`src/rtl/sync_fifo_prog.sv`:
```
// Single-clock FIFO with programmable almost-full/almost-empty levels, occupancy count,
// registered read port with valid strobe and sticky overflow/underflow flags.
module sync_fifo_prog #(
  parameter int DSIZE = 8,
  parameter int ASIZE = 4
) (
  input  logic             clk,
  input  logic             rst_n,
  input  logic             winc,
  input  logic [DSIZE-1:0] wdata,
  input  logic             rinc,
  input  logic [ASIZE:0]   afull_thresh,
  input  logic [ASIZE:0]   aempty_thresh,
  input  logic             err_clr,
  output logic [DSIZE-1:0] rdata,
  output logic             rvalid,
  output logic             wfull,
  output logic             rempty,
  output logic             almost_full,
  output logic             almost_empty,
  output logic [ASIZE:0]   count,
  output logic             overflow,
  output logic             underflow
);
  localparam int            DEPTH   = 1 << ASIZE;
  localparam logic [ASIZE:0] DEPTH_C = (ASIZE+1)'(DEPTH);

  logic [DSIZE-1:0] mem_q [DEPTH];
  logic [ASIZE:0]   wptr_q, wptr_d, rptr_q, rptr_d, count_q, count_d;
  logic [DSIZE-1:0] rdata_q, rdata_d;
  logic             rvalid_q, rvalid_d, ovf_q, ovf_d, unf_q, unf_d;
  logic             wr_acc, rd_acc, full, empty;

  // Flags come from the registered count only, so winc/rinc never reach an output.
  assign full  = (count_q == DEPTH_C);
  assign empty = (count_q == '0);

  always_comb begin
    wr_acc   = winc & ~full;
    rd_acc   = rinc & ~empty;
    wptr_d   = wptr_q + (ASIZE+1)'(wr_acc);
    rptr_d   = rptr_q + (ASIZE+1)'(rd_acc);
    count_d  = count_q;
    case ({wr_acc, rd_acc})
      2'b10:   count_d = count_q + 1'b1;
      2'b01:   count_d = count_q - 1'b1;
      default: count_d = count_q;
    endcase
    rvalid_d = rd_acc;
    rdata_d  = rd_acc ? mem_q[rptr_q[ASIZE-1:0]] : rdata_q;
    // Set wins over a coincident clear.
    ovf_d    = (ovf_q & ~err_clr) | (winc & full);
    unf_d    = (unf_q & ~err_clr) | (rinc & empty);
  end

  always_ff @(posedge clk) begin
    if (!rst_n) begin
      wptr_q   <= '0;
      rptr_q   <= '0;
      count_q  <= '0;
      rdata_q  <= '0;
      rvalid_q <= 1'b0;
      ovf_q    <= 1'b0;
      unf_q    <= 1'b0;
    end else begin
      wptr_q   <= wptr_d;
      rptr_q   <= rptr_d;
      count_q  <= count_d;
      rdata_q  <= rdata_d;
      rvalid_q <= rvalid_d;
      ovf_q    <= ovf_d;
      unf_q    <= unf_d;
    end
  end

  // Storage is not reset; only accepted writes outside reset touch it.
  always_ff @(posedge clk) begin
    if (rst_n && wr_acc) mem_q[wptr_q[ASIZE-1:0]] <= wdata;
  end

  assign rdata        = rdata_q;
  assign rvalid       = rvalid_q;
  assign wfull        = full;
  assign rempty       = empty;
  assign count        = count_q;
  assign overflow     = ovf_q;
  assign underflow    = unf_q;
  assign almost_full  = (count_q >= afull_thresh);
  assign almost_empty = (count_q <= aempty_thresh);
endmodule

```
`config.mk`:
```
export PLATFORM = sky130hd
export DESIGN_NAME = sync_fifo_prog
export DESIGN_NICKNAME = d
export VERILOG_FILES = /design/src/rtl/sync_fifo_prog.sv
export SDC_FILE = /design/constraint.sdc
export NUM_CORES = 1
export LEC_CHECK = 0
export ABC_AREA = 1
export CAP_MARGIN = 30
export CORE_MARGIN = 4
export CORE_UTILIZATION = 50
export CTS_CLUSTER_DIAMETER = 30
export DETAILED_ROUTE_END_ITERATION = 8
export HOLD_SLACK_MARGIN = 0.12
export PLACE_DENSITY = 0.77
export SLEW_MARGIN = 40
export SYNTH_ARGS = -nofsm -noshare
export SYNTH_HDL_FRONTEND = slang
export SYNTH_SLANG_ARGS = --single-unit
```
`constraint.sdc`:
```
create_clock -name clk -period 2.15 [get_ports clk]
set_clock_uncertainty 0.05 [all_clocks]
set_input_delay 0.43 -clock clk [delete_from_list [all_inputs] [get_ports clk]]
set_output_delay 0.43 -clock clk [all_outputs]
set_load 0.005 [all_outputs]
```
==> results of run 1 <==
==> how the worst min path moves through the flow <==
stage	slack [ns]	end	cells after the start
2_1_floorplan	0.41	overflow$_SDFF_PN0_	2
3_3_place_gp	0.40	underflow$_SDFF_PN0_	2
3_5_place_dp	0.41	overflow$_SDFF_PN0_	2
4_1_cts	0.42	overflow$_SDFF_PN0_	2
5_1_grt	0.43	overflow$_SDFF_PN0_	2
6_report	0.42	overflow$_SDFF_PN0_	2
==> critical path: stages <==
cell and delay (ns):
clkdlybuf4s50_1 0.46, inv_1 0.04, ha_1 0.28, nand2_1 0.07, nand2_1 0.06, a21oi_2 0.12, o21bai_1 0.07, buf_2 0.13
==> flip-flops by register name (all words and copies together), names as in the netlist <==
name       cells
count          5
rvalid         1
rdata          8
underflow      1
overflow       1
wptr_q         4
mem_q        128
rptr_q         4
==> timing repair <==
action                     in CTS  in global routing
setup endpoints to repair       6                  6
hold endpoints to repair        0                  0
hold buffers                    0                  0
buffers inserted                2                  3
resized for setup              38                 17
pin swaps                      13                 17
==> metal layers <==
layer | share of wire, % | GRT usage, % | vias up
li1 | - | - | 2442
met1 | 42 | 25.4 | 2396
met2 | 48 | 33.4 | 187
met3 | 6.7 | 5.03 | 35
met4 | 2.6 | 9.63 | 0
met5 | 0 | 0 | -
==> where the power goes <==
| group | internal, mW | switching [mW] | total, mW |
|---|---|---|---|
| clock network | 1.68 | 1.08 | 2.76 |
| logic | 1.24 | 1.81 | 3.05 |
| registers | 3.39 | 0.165 | 3.56 |
| total | 6.32 | 3.05 | 9.37 |
==> cell families (layout without fill, tap and decap cells) <==
logic type                 Yosys count  after routing  synth area share, %
AOI/OAI and AO/OA                   22             22                 1.76
adders and majority gates           18             18                 3.26
DFF                                152            152                 62.6
xor gates and xnor gates             5              5                0.635
and+or+nand+nor                    374            374                 22.7
buffers and inverters              142            226                 8.97
==> synthesized netlist by cell type (3+ instances only) <==
cell      instances
a21oi_1          11
edfxtp_1        128
buf_2            18
inv_2             6
inv_1           107
ha_1             18
o21ai_0           7
nor2_1           38
nand2_1         231
nand3_2           4
nand3_1          95
buf_6             8
xnor2_1           3
dfxtp_1          24
==> final cells by class <==
cell class | instances | area, µm²
Fill cell | 1008 | 5070
Sequential cell | 152 | 4340
Multi-Input combinational cell | 419 | 2090
Timing Repair Buffer | 80 | 706
Clock buffer | 21 | 440
Inverter | 115 | 434
Tap cell | 176 | 220
Clock inverter | 10 | 105
==> flow_metrics.tcl, run 1 <==
set metrics [dict create \
    status "finished clean" \
    cp_data_required_time_ns 1.67 \
    wl_um 15700 \
    end_kind "output pin" \
    drt_iter0_drc 472 \
    synthFlopType "edfxtp_1" \
    holdWs_ns 0.417 \
    p_leak_nw 3.62 \
    synth.avg_cell_area_um2 9.68 \
    post-route-period-util_pct 99.6 \
    relSlewSlack_pct 52.3 \
    startpoint_type "input port" \
    ios 43 \
    core_um2 13400 \
    synth_cell_types 25 \
    yosysSeqAreaShare_pct 62.6 \
    synth_edf_count 128 \
    drive_gt1_share_pct 13.2 \
    utilization_pct 62.2 \
    grt_usage_pct 20.4 \
    dr.pass1.iters 5 \
    endpoint "almost_full" \
    tns_ns 0 \
    tritoncts "yes" \
    synth_largest_area_cell "edfxtp_1" \
    synth_nets 754 \
    antenna_found_initial 0 \
    gp_congestion 0.837 \
    hold_viol_final 0 \
    layout_common_cells "nand2_1 (229), edfxtp_1 (128), inv_1 (102)" \
    max_freq_mhz 467 \
    period_minus_slack_ns 2.14 \
    placed_area_um2 7620 \
    powerDensity_nw_per_um2 1120 \
    ir_drop_mv 0.626 \
    cts_max_path_buffers 2 \
    clock-sinks 152 \
    synth-seq-cells 152 \
    area_growth_pct 20.7 \
    synth_async_sr_flop_share_pct 0 \
    rrSetupSlack_ns 0.11 \
    drc_errors 0 \
    die_area_um2 15700 \
    hold_class "reg -> reg" \
    ant_nets 0 \
    final_common_cell "nand2_1" \
    grt_max_degree 65 \
    cp.arrival_ns 1.66 \
    r2r_cells 15 \
    synth_area_leaders "edfxtp_1 (56%), nand2_1 (13%), dfxtp_1 (7.0%), nand3_1 (6.9%), inv_1 (5.8%)" \
    path_clk_slew_ns 0.06 \
    grt_pass1_wl_um 25200 \
    slew_viol_final 0 \
    synth.top_cell.area_share_pct 55.7 \
    final_area_um2 8330 \
    h-tree-depth 4 \
    postSynthCellCount 713 \
    vias 5060 \
    start_util_pct 51.5 \
    clock_latency_ns 0.42 \
    layout.cells.non_filler 973 \
    cts_inserted_buffers 17 \
    dp_slack_ns -0.483 \
    setup-violations-final 0 \
    diodes 0 \
    crit_fanout 1 \
    port_buffers 42 \
    path_class "in -> out" \
    crit_path_start "afull_thresh[2]" \
    wl_per_cell_um 16.2 \
    viasPerCell 5.20 \
    worst_slew_pin_slew_ns 0.713 \
    dp_cells 937 \
    r2r_end "count[4]$_SDFFE_PN0P_" \
    cts_root_buf "clkbuf_16" \
    num_rows 42 \
    ys_warn_count 0 \
    rsz0062_at_grt "yes" \
    layout_setup_ws_ns 0.00967 \
    nets 826 \
    hold_start "overflow$_SDFF_PN0_" \
    grt_pass1_vias 5099 \
    grt_overflow_total 0 \
    synthesis.area_um2 6900 \
    rr_startpoint "count[1]$_SDFFE_PN0P_" \
    die_x_um 125 \
    die_h_um 125 \
    finalPower_mw 9.37 \
    dpl.hpwl_um 10200 \
    cap_violations 0 \
]
No activity file was read; power rests on OpenSTA's default activity.
==> run 2, diff against run 1 <==
--- a/config.mk
+++ b/config.mk
@@ -5,7 +5,7 @@
 export SDC_FILE = /design/constraint.sdc
 export NUM_CORES = 1
 export LEC_CHECK = 0
-export ABC_AREA = 1
+export ABC_AREA = 0
 export CAP_MARGIN = 30
 export CORE_MARGIN = 4
 export CORE_UTILIZATION = 50
==> run 2 against run 1 <==
Net effect:
- the run now ends with setup timing left
- first-iteration DRC count shrank 36%
- critical path type unchanged
- combinational power shrank 15%
- synthesized cell count shrank 49%
- highest routed layer unchanged
- register-to-register slack lost 0.32 ns
- largest cell class unchanged
==> flow_metrics.tcl, run 2 <==
set metrics [dict create \
    synth-seq-cells 152 \
    viasPerCell 5.63 \
    synth_async_sr_flop_share_pct 0 \
    ant_nets 0 \
    cts_inserted_buffers 17 \
    gp_congestion 0.812 \
    end_kind "output pin" \
    num_rows 41 \
    final_area_um2 8240 \
    powerDensity_nw_per_um2 1110 \
    clock-sinks 152 \
    h-tree-depth 4 \
    synth.most_common_cell "edfxtp_1" \
    core_um2 12600 \
    nFillCells 830 \
    p_leak_nw 2.82 \
    worst_slew_pin_slew_ns 0.580 \
    synth_cell_types 48 \
    synth_commonest_cells "edfxtp_1 (128), mux4_2 (32), dfxtp_1 (24)" \
    tritoncts "yes" \
    ios 43 \
    die_x_um 121 \
    cp_data_required_time_ns 1.67 \
    setup-violations-final 5 \
    area_growth_pct 28.8 \
    layout_setup_ws_ns -0.254 \
    cp.arrival_ns 1.92 \
    die_area_um2 14700 \
    period_minus_slack_ns 2.40 \
    dp_slack_ns -0.884 \
    ir_drop_mv 0.933 \
    drt_iter0_drc 301 \
    wl_per_cell_um 21.1 \
    grt_pass1_vias 3874 \
    wl_um 13700 \
    crit_fanout 2 \
    max_freq_mhz 416 \
    status "finished with violations" \
    cap_violations 0 \
    cts_max_path_buffers 2 \
    drive_gt1_share_pct 35.7 \
    synthesis.area_um2 6400 \
    nets 505 \
    tns_ns -0.777 \
    dpl.hpwl_um 8410 \
    startpoint_type "input port" \
    hold_viol_final 0 \
    final_common_cell "edfxtp_1" \
    antenna_found_initial 0 \
    grt_usage_pct 19.9 \
    cts_root_buf "clkbuf_16" \
    grt_overflow_total 0 \
    hold_start "rdata[7]$_SDFFE_PN0N_" \
    holdBufCountCts 0 \
    clock_latency_ns 0.42 \
    hold_class "reg -> reg" \
    largest_reg_flops 128 \
    crit_path_start "aempty_thresh[2]" \
    postSynthCellCount 365 \
    post-route-period-util_pct 112 \
    relSlewSlack_pct 61.2 \
    yosysSeqAreaShare_pct 67.6 \
    placed_area_um2 7370 \
    synthFlopType "edfxtp_1" \
    start_util_pct 50.9 \
    utilization_pct 65.6 \
    synth_largest_area_cell "edfxtp_1" \
    layout_common_cells "edfxtp_1 (128), buf_4 (47), clkdlybuf4s50_1 (36)" \
    path_clk_slew_ns 0.06 \
    grt_max_degree 34 \
    holdWs_ns 0.457 \
    synth_area_leaders "edfxtp_1 (60%), mux4_2 (11%), dfxtp_1 (7.5%), ha_1 (3.5%), mux2i_1 (2.7%)" \
    die_h_um 121 \
    port_buffers 42 \
    vias 3650 \
    dr.pass1.iters 5 \
    rr_startpoint "count[2]$_SDFFE_PN0P_" \
    synth.avg_cell_area_um2 17.5 \
    grt_pass1_wl_um 21600 \
    diodes 0 \
    path_class "in -> out" \
    regArea_um2 4340 \
    ys_warn_count 0 \
    rsz0062_at_grt "yes" \
    multiInputGateArea_um2 2130 \
    drc_errors 0 \
    slew_viol_final 0 \
    synth.top_cell.area_share_pct 60.1 \
    synth_nets 406 \
    synth_edf_count 128 \
    violations "setup timing" \
]
run 2: cell types whose count changed after synthesis, sizes merged, moves of 18 or more:
cell,before,now
nand2,232,7
inv,113,14
nand3,99,14
mux4,0,32
nor2,40,16
buf,27,9
run 2: per-layer routing:
layer | up-vias | wire [µm] | part of all wire, % | track usage, %
met3 | 30 | 838 | 6.1 | 4.99
met4 | 0 | 403 | 2.9 | 7.86
met1 | 1843 | 5440 | 40 | 25.9
li1 | 1640 | - | - | -
met2 | 137 | 6990 | 51 | 32.3
met5 | - | 0 | 0 | 0
run 2: cell type report:
class,count,share of cell area [%]
Sequential cell,152,52.6
Multi-Input combinational cell,180,25.8
Timing Repair Buffer,99,10.9
Clock buffer,17,5.16
Tap cell,172,2.61
Clock inverter,14,2.11
Inverter,14,0.759
run 2: stage by stage:
stage	power, mW	cells
5_1_grt	9.59	648
4_1_cts	8.98	646
3_5_place_dp	5.85	609
6_report	9.15	648
2_1_floorplan	4.89	365
3_3_place_gp	5.78	609
run 2: logic make-up (layout without fill, tap and decap cells):
family	Yosys count	count (layout)	share of synthesized area [%]
buffers and inverters	33	144	2.42
adder cells (fa/ha/maj)	18	18	3.52
AO/OA/AOI/OAI	29	29	4.15
multiplexers	49	49	13.9
XOR/XNOR	7	7	0.958
AND/OR/NAND/NOR	77	77	7.45
flip-flops	152	152	67.6
run 2: power by group:
group / switching, mW / internal (mW)
Clock: 1.18 / 1.83
Sequential: 0.156 / 3.38
Combinational: 1.14 / 1.47
run 2: repair_timing:
item / in CTS / in global routing
setup buffers: 6 / 2
pin swaps: 13 / 14
endpoints found under the setup margin: 36 / 44
endpoints found under the hold margin: 0 / 0
gates resized for setup: 30 / 31
gates cloned: 0 / 0
run 2: path summary, 6_finish.rpt:
path / slack (ns) / end / cells after the start
max reg2reg: -0.21 / count[2]$_SDFFE_PN0P_ / 11
min reg2reg: 0.46 / rdata[7]$_SDFFE_PN0N_ / 2
min: 0.46 / rdata[7]$_SDFFE_PN0N_ / 2
max: -0.25 / almost_empty / 8
run 2: critical path, stage by stage:
cell and delay (ns):
clkdlybuf4s50_1 0.45, inv_1 0.04, ha_1 0.30, o21a_1 0.11
o21a_1 0.17, o21a_1 0.17, o22ai_1 0.11, buf_2 0.14
==> run 3, diff against run 2 <==
--- a/config.mk
+++ b/config.mk
@@ -5,7 +5,6 @@
 export SDC_FILE = /design/constraint.sdc
 export NUM_CORES = 1
 export LEC_CHECK = 0
-export ABC_AREA = 0
 export CAP_MARGIN = 30
 export CORE_MARGIN = 4
 export CORE_UTILIZATION = 50
@@ -13,6 +12,7 @@
 export DETAILED_ROUTE_END_ITERATION = 8
 export HOLD_SLACK_MARGIN = 0.12
 export PLACE_DENSITY = 0.77
+export REMOVE_ABC_BUFFERS = 1
 export SLEW_MARGIN = 40
 export SYNTH_ARGS = -nofsm -noshare
 export SYNTH_HDL_FRONTEND = slang
==> run 3 against run 2 <==
Net effect:
- the run still ends with setup timing left
- setup slack lost 0.080 ns
- sequential power shrank 1%
- via count shrank 2.4%
- utilization shrank 1.5 points
- non-clock buffer count shrank 6
- register-to-register slack lost 0.09 ns
- sequential share of layout area grew 1.1 points
- global-route usage shrank 1.3 points
- design area shrank 2.2%
- count of clock-buffer cells in the layout is the same
- clock power shrank 6%
- largest cell class unchanged
==> flow_metrics.tcl, run 3 (synthesized netlist as in run 2, its figures left out) <==
set metrics [dict create \
    status "finished with violations" \
    violations "setup timing" \
    multiInputGateArea_um2 2060 \
    largest_reg_flops 128 \
    crit_fanout 2 \
    clock-sinks 152 \
    post-route-period-util_pct 116 \
    viasPerCell 5.54 \
    antenna_found_initial 0 \
    holdBufCountCts 0 \
    h-tree-depth 4 \
    gp_congestion 0.806 \
    rsz0062_at_grt "yes" \
    path_class "reg -> out" \
    hold_start "rdata[5]$_SDFFE_PN0N_" \
    grt_usage_pct 18.6 \
    layout_setup_ws_ns -0.334 \
    die_h_um 121 \
    grt_pass1_wl_um 20100 \
    num_rows 41 \
    vias 3562 \
    ir_drop_mv 0.614 \
    layout_common_cells "edfxtp_1 (128), buf_4 (44), clkdlybuf4s50_1 (35)" \
    cts_max_path_buffers 2 \
    cts_root_buf "clkbuf_16" \
    hold-path-cell-count 2 \
    final_common_cell "edfxtp_1" \
    rrSetupSlack_ns -0.30 \
    die_area_um2 14700 \
    drt_iter0_drc 193 \
    grt_max_degree 28 \
    p_leak_nw 2.77 \
    rr_startpoint "count[1]$_SDFFE_PN0P_" \
    grt_overflow_total 0 \
    start_util_pct 50.9 \
    dp_slack_ns -0.853 \
    diodes 0 \
    worst_slew_pin_slew_ns 0.574 \
    area_growth_pct 26.0 \
    max_freq_mhz 403 \
    regArea_um2 4330 \
    whs_endpoint "rdata[5]$_SDFFE_PN0N_" \
    cts_inserted_buffers 17 \
    period_minus_slack_ns 2.48 \
    die_x_um 121 \
    cap_violations 0 \
    slew_viol_final 0 \
    cp.arrival_ns 2.00 \
    r2r_end "count[2]$_SDFFE_PN0P_" \
    setup-violations-final 5 \
    tns_ns -1.07 \
    dpl.hpwl_um 8310 \
    r2r_cells 12 \
    core_um2 12600 \
    hold_class "reg -> reg" \
    hold_viol_final 0 \
    port_buffers 42 \
    utilization_pct 64.1 \
    drive_gt1_share_pct 33.5 \
    ant_nets 0 \
    powerDensity_nw_per_um2 1110 \
    ios 43 \
    nets 499 \
    end_kind "output pin" \
    relSlewSlack_pct 61.6 \
    tritoncts "yes" \
    wl_per_cell_um 20.0 \
    wl_um 12900 \
    grt_pass1_vias 3654 \
    path_clk_slew_ns 0.06 \
    dr.pass1.iters 4 \
    clock_latency_ns 0.42 \
    cp_data_required_time_ns 1.67 \
    drc_errors 0 \
    startpoint_type "register" \
    nFillCells 815 \
]
-- run 3: cell types whose count changed in the layout (fill, tap and decap cells not counted), sizes merged --
cell           delta
clkbuf            +1
clkdlybuf4s15     -2
dlygate4sd2       +1
clkinvlp          -1
bufinv            -2
clkdlybuf4s50     -1
inv               +3
buf               -5
clkinv            +1
-- run 3: what timing repair did --
item | in CTS | in global routing
gates cloned | 0 | 0
resized for setup | 36 | 17
setup buffers | 6 | 5
setup endpoints to repair | 9 | 41
pin swaps | 18 | 11
-- run 3: power breakdown --
group          total (mW)  switching, mW  leakage [nW]  internal (mW)
Combinational        2.63           1.15          1.13           1.48
Clock                2.83           1.21         0.281           1.62
Sequential           3.49          0.118          1.35           3.37
Total                8.96           2.49          2.77           6.47
-- run 3: through the flow --
step / area, µm² / instances / power, mW / hold WS [ns]
6_report: 8060 / 643 / 8.96 / 0.463
5_1_grt: 8060 / 643 / 9.39 / 0.501
4_1_cts: 7950 / 638 / 8.78 / 0.470
3_5_place_dp: 7250 / 600 / 5.76 / 0.447
3_3_place_gp: 7250 / 600 / 5.68 / 0.444
2_1_floorplan: 6300 / 346 / 4.75 / 0.437
-- run 3: layout make-up --
cell class / instances / area share [%]
clock buffer: 17 / 5.28
timing repair buffer: 93 / 10.2
sequential: 152 / 53.7
inverter: 14 / 0.776
tap: 172 / 2.67
clock inverter: 15 / 1.77
multi-input combinational: 180 / 25.6
-- run 3: critical path, cell delays in order (launching register included) --
cell	delay [ns]
dfxtp_4	0.34
buf_4	0.14
ha_4	0.21
nor2b_1	0.13
o21a_1	0.17
o21a_1	0.17
o21a_1	0.18
o22ai_2	0.12
buf_2	0.14
-- run 3: worst max path at each step --
stage                          startpoint               endpoint  slack [ns]
floorplan           count[2]$_SDFFE_PN0P_  count[2]$_SDFFE_PN0P_       -0.43
global placement         aempty_thresh[1]           almost_empty       -0.77
detailed placement       aempty_thresh[1]           almost_empty       -0.85
CTS                 count[1]$_SDFFE_PN0P_           almost_empty       -0.24
global route        count[1]$_SDFFE_PN0P_  count[2]$_SDFFE_PN0P_       -0.43
finish              count[1]$_SDFFE_PN0P_           almost_empty       -0.33
-- run 3: routing by layer --
| metal | wire, µm | track usage, % | vias to the layer above |
|---|---|---|---|
| li1 | - | - | 1630 |
| met3 | 507 | 4.24 | 29 |
| met5 | 0 | 0 | - |
| met4 | 346 | 7.01 | 0 |
| met1 | 5260 | 23.5 | 1809 |
| met2 | 6740 | 31.4 | 94 |
